--- config.mk ---
export PLATFORM = sky130hd
export DESIGN_NAME = red_pitaya_gpio
export DESIGN_NICKNAME = d
export VERILOG_FILES = /design/src/rtl/red_pitaya_gpio.sv
export SDC_FILE = /design/constraint.sdc
export NUM_CORES = 1
export LEC_CHECK = 0
export CAP_MARGIN = 20
export CORE_ASPECT_RATIO = 2
export CORE_MARGIN = 3
export CORE_UTILIZATION = 55
export CTS_CLUSTER_DIAMETER = 60
export CTS_CLUSTER_SIZE = 25
export DETAILED_ROUTE_END_ITERATION = 16
export DONT_BUFFER_PORTS = 1
export PLACE_DENSITY = 0.75
export SLEW_MARGIN = 15
export SYNTH_ARGS = -nofsm -noshare
export SYNTH_HDL_FRONTEND = slang
export SYNTH_SLANG_ARGS = --single-unit
--- constraint.sdc ---
create_clock -name clk_i -period 3.9 [get_ports clk_i]
set_input_delay 0.78 -clock clk_i [delete_from_list [all_inputs] [get_ports clk_i]]
set_output_delay 0.78 -clock clk_i [all_outputs]
set_load 0.01 [all_outputs]
--- src/rtl/red_pitaya_gpio.sv ---
// -----------------------------------------------------------------------------
// red_pitaya_gpio
//
// Memory-mapped GPIO block for the expansion connector. Each pin has a
// direction bit and an output data bit. Every pin is also sampled through a
// two-flop synchronizer and a per-pin debouncer, whatever its direction.
// Debounced edges can raise sticky status bits that drive an interrupt.
//
// Ports
//   clk_i, rstn_i        system clock, asynchronous active-low reset
//   exp_dat_i [DW]       expansion pin inputs (asynchronous to clk_i)
//   exp_dat_o [DW]       expansion pin output data (DOUT)
//   exp_dir_o [DW]       per-pin output enable, 1 = output (DIR)
//   irq_o                high while any STATUS bit is set
//   sys_addr/sys_wdata   bus address (bits [19:0] decoded) / write data
//   sys_wen/sys_ren      single-cycle write / read strobes
//   sys_rdata            registered read data, valid with sys_ack
//   sys_err              bus error, tied low
//   sys_ack              strobe acknowledge, one cycle after the strobe
//
// Register map (byte offsets)
//   0x00 ID  0x04 DIR  0x08 DOUT  0x0C DIN  0x10 SET  0x14 CLR
//   0x18 RISE_EN  0x1C FALL_EN  0x20 STATUS (W1C)  0x24 DEB_LEN
// -----------------------------------------------------------------------------
module red_pitaya_gpio #(
    parameter int          DW      = 8,
    parameter int          DBW     = 16,
    parameter int unsigned DEB_RST = 0
) (
    input  logic          clk_i,
    input  logic          rstn_i,
    input  logic [DW-1:0] exp_dat_i,
    output logic [DW-1:0] exp_dat_o,
    output logic [DW-1:0] exp_dir_o,
    output logic          irq_o,
    input  logic [31:0]   sys_addr,
    input  logic [31:0]   sys_wdata,
    input  logic          sys_wen,
    input  logic          sys_ren,
    output logic [31:0]   sys_rdata,
    output logic          sys_err,
    output logic          sys_ack
);

    localparam logic [19:0] A_ID      = 20'h00000;
    localparam logic [19:0] A_DIR     = 20'h00004;
    localparam logic [19:0] A_DOUT    = 20'h00008;
    localparam logic [19:0] A_DIN     = 20'h0000C;
    localparam logic [19:0] A_SET     = 20'h00010;
    localparam logic [19:0] A_CLR     = 20'h00014;
    localparam logic [19:0] A_RISE_EN = 20'h00018;
    localparam logic [19:0] A_FALL_EN = 20'h0001C;
    localparam logic [19:0] A_STATUS  = 20'h00020;
    localparam logic [19:0] A_DEB_LEN = 20'h00024;

    // Control / status registers
    logic [DW-1:0]  dir_q,     dir_d;
    logic [DW-1:0]  dout_q,    dout_d;
    logic [DW-1:0]  rise_en_q, rise_en_d;
    logic [DW-1:0]  fall_en_q, fall_en_d;
    logic [DW-1:0]  status_q,  status_d;
    logic [DBW-1:0] deb_len_q, deb_len_d;

    // Input path: synchronizer, debounced state and per-pin counters
    logic [DW-1:0]           s1_q, s2_q;
    logic [DW-1:0]           deb_q, deb_d;
    logic [DW-1:0][DBW-1:0]  cnt_q, cnt_d;
    logic [DW-1:0]           edge_evt;

    // Bus response
    logic        ack_q,   ack_d;
    logic [31:0] rdata_q, rdata_d;

    logic [19:0]    addr;
    logic [DW-1:0]  wdat;
    logic           unused_bits;

    assign addr = sys_addr[19:0];
    assign wdat = sys_wdata[DW-1:0];

    // Only the low address bits and low data bits are meaningful.
    assign unused_bits = ^{sys_addr[31:20], sys_wdata};

    // Debounce: the counter runs while the synchronized input disagrees with
    // the debounced state and commits it once the count reaches DEB_LEN. A
    // counter already past a freshly lowered DEB_LEN simply wraps through zero
    // and meets the new limit on the way back up.
    always_comb begin
        deb_d    = deb_q;
        cnt_d    = cnt_q;
        edge_evt = '0;
        for (int i = 0; i < DW; i++) begin
            if (s2_q[i] == deb_q[i]) begin
                cnt_d[i] = '0;
            end else if (cnt_q[i] == deb_len_q) begin
                deb_d[i] = s2_q[i];
                cnt_d[i] = '0;
                edge_evt[i] = s2_q[i] ? rise_en_q[i] : fall_en_q[i];
            end else begin
                cnt_d[i] = cnt_q[i] + DBW'(1);
            end
        end
    end

    // Register writes. A new edge event is ORed in after the W1C mask so a
    // clear and a set landing in the same cycle leave the bit set.
    always_comb begin
        dir_d     = dir_q;
        dout_d    = dout_q;
        rise_en_d = rise_en_q;
        fall_en_d = fall_en_q;
        deb_len_d = deb_len_q;
        status_d  = status_q;
        if (sys_wen) begin
            case (addr)
                A_DIR:     dir_d     = wdat;
                A_DOUT:    dout_d    = wdat;
                A_SET:     dout_d    = dout_q | wdat;
                A_CLR:     dout_d    = dout_q & ~wdat;
                A_RISE_EN: rise_en_d = wdat;
                A_FALL_EN: fall_en_d = wdat;
                A_STATUS:  status_d  = status_q & ~wdat;
                A_DEB_LEN: deb_len_d = sys_wdata[DBW-1:0];
                default:   ;
            endcase
        end
        status_d = status_d | edge_evt;
    end

    // Read mux and acknowledge
    always_comb begin
        ack_d   = sys_wen | sys_ren;
        rdata_d = '0;
        if (sys_ren) begin
            case (addr)
                A_ID:      rdata_d = {24'h000002, 8'(DW)};
                A_DIR:     rdata_d = 32'(dir_q);
                A_DOUT:    rdata_d = 32'(dout_q);
                A_DIN:     rdata_d = 32'(deb_q);
                A_RISE_EN: rdata_d = 32'(rise_en_q);
                A_FALL_EN: rdata_d = 32'(fall_en_q);
                A_STATUS:  rdata_d = 32'(status_q);
                A_DEB_LEN: rdata_d = 32'(deb_len_q);
                default:   rdata_d = '0;
            endcase
        end
    end

    always_ff @(posedge clk_i or negedge rstn_i) begin
        if (!rstn_i) begin
            dir_q     <= '0;
            dout_q    <= '0;
            rise_en_q <= '0;
            fall_en_q <= '0;
            status_q  <= '0;
            deb_len_q <= DBW'(DEB_RST);
            s1_q      <= '0;
            s2_q      <= '0;
            deb_q     <= '0;
            cnt_q     <= '0;
            ack_q     <= 1'b0;
            rdata_q   <= '0;
        end else begin
            dir_q     <= dir_d;
            dout_q    <= dout_d;
            rise_en_q <= rise_en_d;
            fall_en_q <= fall_en_d;
            status_q  <= status_d;
            deb_len_q <= deb_len_d;
            s1_q      <= exp_dat_i;
            s2_q      <= s1_q;
            deb_q     <= deb_d;
            cnt_q     <= cnt_d;
            ack_q     <= ack_d;
            rdata_q   <= rdata_d;
        end
    end

    assign exp_dat_o = dout_q;
    assign exp_dir_o = dir_q;
    assign irq_o     = |status_q;
    assign sys_ack   = ack_q;
    assign sys_rdata = rdata_q;
    assign sys_err   = 1'b0;

endmodule
==> After elaboration in Yosys (flattened, before gate mapping) <==
Cells that the tools add are included.
{ "totals": {"register_bits": 241, "input_bits": 76, "output_inout_bits": 51, "elab_cells": 134} }
{ "classes": {"bitwise_logic": 14, "add_sub_neg": 8, "reduce_logical": 16, "mux": 45, "n_eq_ne": 25} }
{ "op_table": {"columns": ["op", "count"], "rows": [
  ["$mux 16", 17],
  ["$add 16x1->16 const B", 8],
  ["$eq 16x16->1", 8],
  ["$pmux 16 s8", 1],
  ["$eq 20x5->1 const B", 4],
  ["$eq 20x4->1 const B", 2],
  ["$eq 20x6->1 const B", 2],
  ["$reduce_and 2->1", 13],
  ["$mux 1", 24],
  ["$pmux 8 s3", 1],
  ["$eq 20x3->1 const B", 1],
  ["$logic_not 20->1", 1],
  ["$and 8x8->8", 2],
  ["$mux 8", 2],
  ["$or 8x8->8", 2],
  ["$eq 1x1->1", 8],
  ["$not 1->1", 8],
  ["$not 8->8", 1],
  ["$reduce_or 8->1", 1],
  ["$reduce_bool 3->1", 1],
  ["$or 1x1->1", 1]
]} }

==> Longest topological paths before layout <==
{ "depth": {"depth_word": 5, "mapped_depth": 7} }

==> Least setup slack after synthesis <==
OpenSTA, ideal clock, no wires.
{ "synth_timing": {"kind": "input-to-reg", "startpoint": "in sys_addr[17]", "endpoint": "reg dir_q[0], in the netlist exp_dir_o[0]", "arrival_ns": 2.506, "path_buffers": 1, "path_slack_ns": 1.268, "setup_time_ns": 0.125, "cell_stages": 6, "required_time_ns": 3.775, "path_cell_list": "nor4_4 -> nand4_4 -> or2_0 -> buf_6 -> nor4_4 -> mux2_4"} }
{ "synth_via": {"elab_chain_cells": 2} }
{ "synth_lines": {"columns": ["item", "line_no", "rtl"], "rows": [
  ["start, declared", "36", "input logic [31:0] sys_addr,"],
  ["$eq 20x3->1", "115", "case (addr)"],
  ["$reduce_and 2->1 (no line)", null, null],
  ["end signal, assigned", "164", "dir_q <= dir_d;"],
  ["end, declared", "57", "logic [DW-1:0] dir_q, dir_d;"]
]} }
Every way passes these cells.
A chain may end at the register's enable or synchronous reset.

==> key figures <==
CTS
  – Setup Fix Bufs, Post-CTS: 0
  – CTS buffer count: 14
  – CTS tree: done
  – CTS Sinks: 225
  – Root Driver: clkbuf_16
  – Reg clk slew, reported paths: 0.09 ns
  – Worst-skew pair later-pin latency: 0.49 ns
  – CTS H-tree lvls: 1
  – Post-cts repair resize count: 0
  – Clock Tree Buf Depth: 3

Global route
  – Largest net degree at the start of global routing: 226
  – Grt ovf: 0
  – Initial antenna violation count: 1
  – Vias in the first global route: 8607
  – Global-route wire length before repair: 45930 um
  – GRT Total Usage: 25.56%

Drt
  – WL final: 28860 um
  – Drt initial violations: 570
  – Drc violations: 0
  – DR vias: 8349
  – First-pass DRT Iterations: 5
  – Routed wire per std cell: 20.69 um
  – Final ANT Viol Nets: 0
  – Vias per Instance: 5.985

Yosys
  – Most frequent cell after synthesis: dfrtp_1
  – Post-synth EDFFs: 0
  – Synthesis Warnings: 0
  – Syn Inst Count: 1130
  – Syn Area/Cell: 10.38 sq um
  – Most area-consuming cells after synthesis: dfrtp_1 (48%), xor2_1 (13%), nor2_1 (5.1%)
  – Synthesized flop and latch total: 225
  – Most frequent cells after synthesis: dfrtp_1 (225), xor2_1 (172), nor2_1 (159)
  – Yosys cell types: 52
  – Ys flop type: dfrtp_1
  – Yosys top cell area share: 47.99%
  – Fraction of registers with async set/reset: 100.0%
  – Netlist Area Pre-Place: 11730 sq um
  – Largest area contributor in the netlist: dfrtp_1
  – Sequential area share after synthesis: 47.99%

Die
  – # rows: 75
  – Die Ht: 212.6 um
  – Initial core utilization: 55.82%
  – Core Region: 21020 sq um
  – IO Pins: 127
  – Die X: 109.3 um
  – DIE AREA: 23230 sq um

Timing
  – Max-slew headroom: 36.78%
  – Final setup violation count: 0
  – WHS: -0.009507 ns
  – RSZ-0062 raised after global routing: no
  – Tmin final: 2.622 ns
  – Final Cycle Share: 67.22%
  – Max Freq: 381.4 MHz
  – Worst-margin pin slew: 0.9483 ns
  – Setup Skew: 0.02406 ns
  – Fin. Hold Viols: 13
  – Setup TNS: 0 ns
  – Count of pins over their slew limit: 0

Setup path
  – CP max stage delay: 0.97 ns
  – Crit start category: flip-flop
  – Critical path class: reg -> reg
  – Critical R2R Capture: cnt_q[39]$_DFF_PN0_
  – CP max FO: 10
  – Worst Setup EP: cnt_q[39]$_DFF_PN0_
  – Reg2Reg Setup Slack: 1.28 ns
  – Worst Setup End Kind: flip-flop
  – Slowest CP cell: dfrtp_1
  – CP Data Required Time: 4.28 ns
  – CP arrival: 3.00 ns
  – CP Cell Sequence: xor2_1 > nor4_1 > nand4_1 > o21ai_1 > buf_4 > nor2_1
  – Reg2reg path depth: 6
  – FF-to-FF Start: deb_len_q[11]$_DFFE_PN0P_
  – Worst Setup SP: deb_len_q[11]$_DFFE_PN0P_

Placed design
  – DP HPWL: 20030 um
  – PortBufs: 0
  – RD Place Congestion: 0.9068

Flow run
  – Max-cap viol count: 0

Cells and area
  – Final #Nets: 1204
  – Area grow syn2layout: 5.748%
  – Ratio of cells with drive above 1 in the final layout: 9.236%
  – Util after Layout: 59.02%
  – Inserted Diodes: 0
  – Fill cells: 1812

Pwr
  – Leak Pwr: 5.787 nW
  – Power per Cell Area: 320.5 nW/um^2
  – Power consumption: 3.976 mW
  – Max VDD drop: 0.0003525 V

Outcome
  – Failing checks: negative hold slack
  – Status: finished, violations left

Hold path
  – Hold Path Class: in -> async
-- sequential cells by signal (all words and copies together) (netlist names) --
register	count
sys_rdata	16
rise_en_q	8
deb_len_q	16
status_q	8
s1_q	8
exp_dat_o	8
fall_en_q	8
exp_dir_o	8
deb_q	8
sys_ack	1
cnt_q	128
s2_q	8
-- final cells by class --
class,instances,area (sq um),share of cell area (%)
clock buffer,16,379.1,3.056
clock inverter,6,60.06,0.4841
inverter,22,82.58,0.6656
tap,269,336.6,2.713
sequential,225,5630,45.38
multi-input combinational,845,5808,46.81
timing repair buffer,12,110.1,0.8875
-- metrics by stage --
| step | hold WS [ns] | setup WS [ns] | std cells | instance area [sq um] |
|---|---|---|---|---|
| floorplan | 0.3312 | 1.268 | 1146 | 11790 |
| global placement | 0.3315 | 0.8869 | 1368 | 11900 |
| detailed placement | 0.3347 | 0.8515 | 1371 | 11930 |
| CTS | -0.02263 | 1.143 | 1393 | 12370 |
| global route | -0.02974 | 1.079 | 1395 | 12410 |
| finish | -0.009507 | 1.278 | 1395 | 12410 |
-- report_power, final --
| group | internal (mW) | switching, mW |
|---|---|---|
| logic | 0.0224 | 0.0394 |
| registers | 2.34 | 0.0103 |
| clock network | 0.729 | 0.831 |
-- metal layers --
metal	up-vias	global-route usage [%]	part of all wire, %
li1	3803	-	-
met1	4137	28.94	36
met2	310	45.69	53
met3	99	3.616	6.0
met4	0	13.52	5.4
met5	-	0	0
-- layout by cell type (no fill, tap or decap), types with 3 or more instances in the layout --
cell       count
nand2_1       60
ha_1           8
nand3_1       45
a22oi_1       14
buf_4         11
o22a_1         3
mux2_4         8
o21ai_1        6
nor2b_1       21
nand4_1       39
and3_1        22
and4_1        14
or4_1          3
a21oi_1       12
o21ai_0        9
nor4_4         4
xnor2_1       68
dfrtp_1      225
inv_1         22
nor2_1       159
and2_1         8
xor2_1       172
mux2_2        47
nor4_1        36
mux2i_1       11
or3b_2         6
o32a_1         4
conb_1        17
o2bb2ai_1      7
nand2b_1       3
nor3b_1        3
nor3_1        15
clkbuf_16     15
-- worst min-delay path by stage --
stage          slack [ns]               from                 endpoint  cells past startpoint
2_1_floorplan        0.33  s1_q[0]$_DFF_PN0_        s2_q[0]$_DFF_PN0_                      0
3_3_place_gp         0.33  s1_q[5]$_DFF_PN0_        s2_q[5]$_DFF_PN0_                      0
3_5_place_dp         0.33  s1_q[6]$_DFF_PN0_        s2_q[6]$_DFF_PN0_                      0
4_1_cts             -0.02             rstn_i      cnt_q[89]$_DFF_PN0_                      0
5_1_grt             -0.03             rstn_i  sys_rdata[11]$_DFF_PN0_                      0
6_report            -0.01             rstn_i   sys_rdata[8]$_DFF_PN0_                      0
-- worst max-delay path, delay by kind of cell (launching register included) --
kind,cells,cell delay (ns)
simple gates,3,0.62
buf+inv,1,0.28
compound gates,1,0.48
flops,1,0.97
xor+xnor,1,0.15
-- cell families after synthesis --
logic type               count (synthesis)  synth area share [%]
AO/OA/AOI/OAI                           64                 3.722
multiplexers                            66                 6.473
AND/OR/NAND/NOR                        450                 19.93
XOR/XNOR                               240                 17.92
buffers and inverters                   76                 3.082
adder cells (fa/ha/maj)                  8                0.8532
flip-flops                             225                 47.99
other                                    1               0.03196
(Power assumes the default switching activity.)
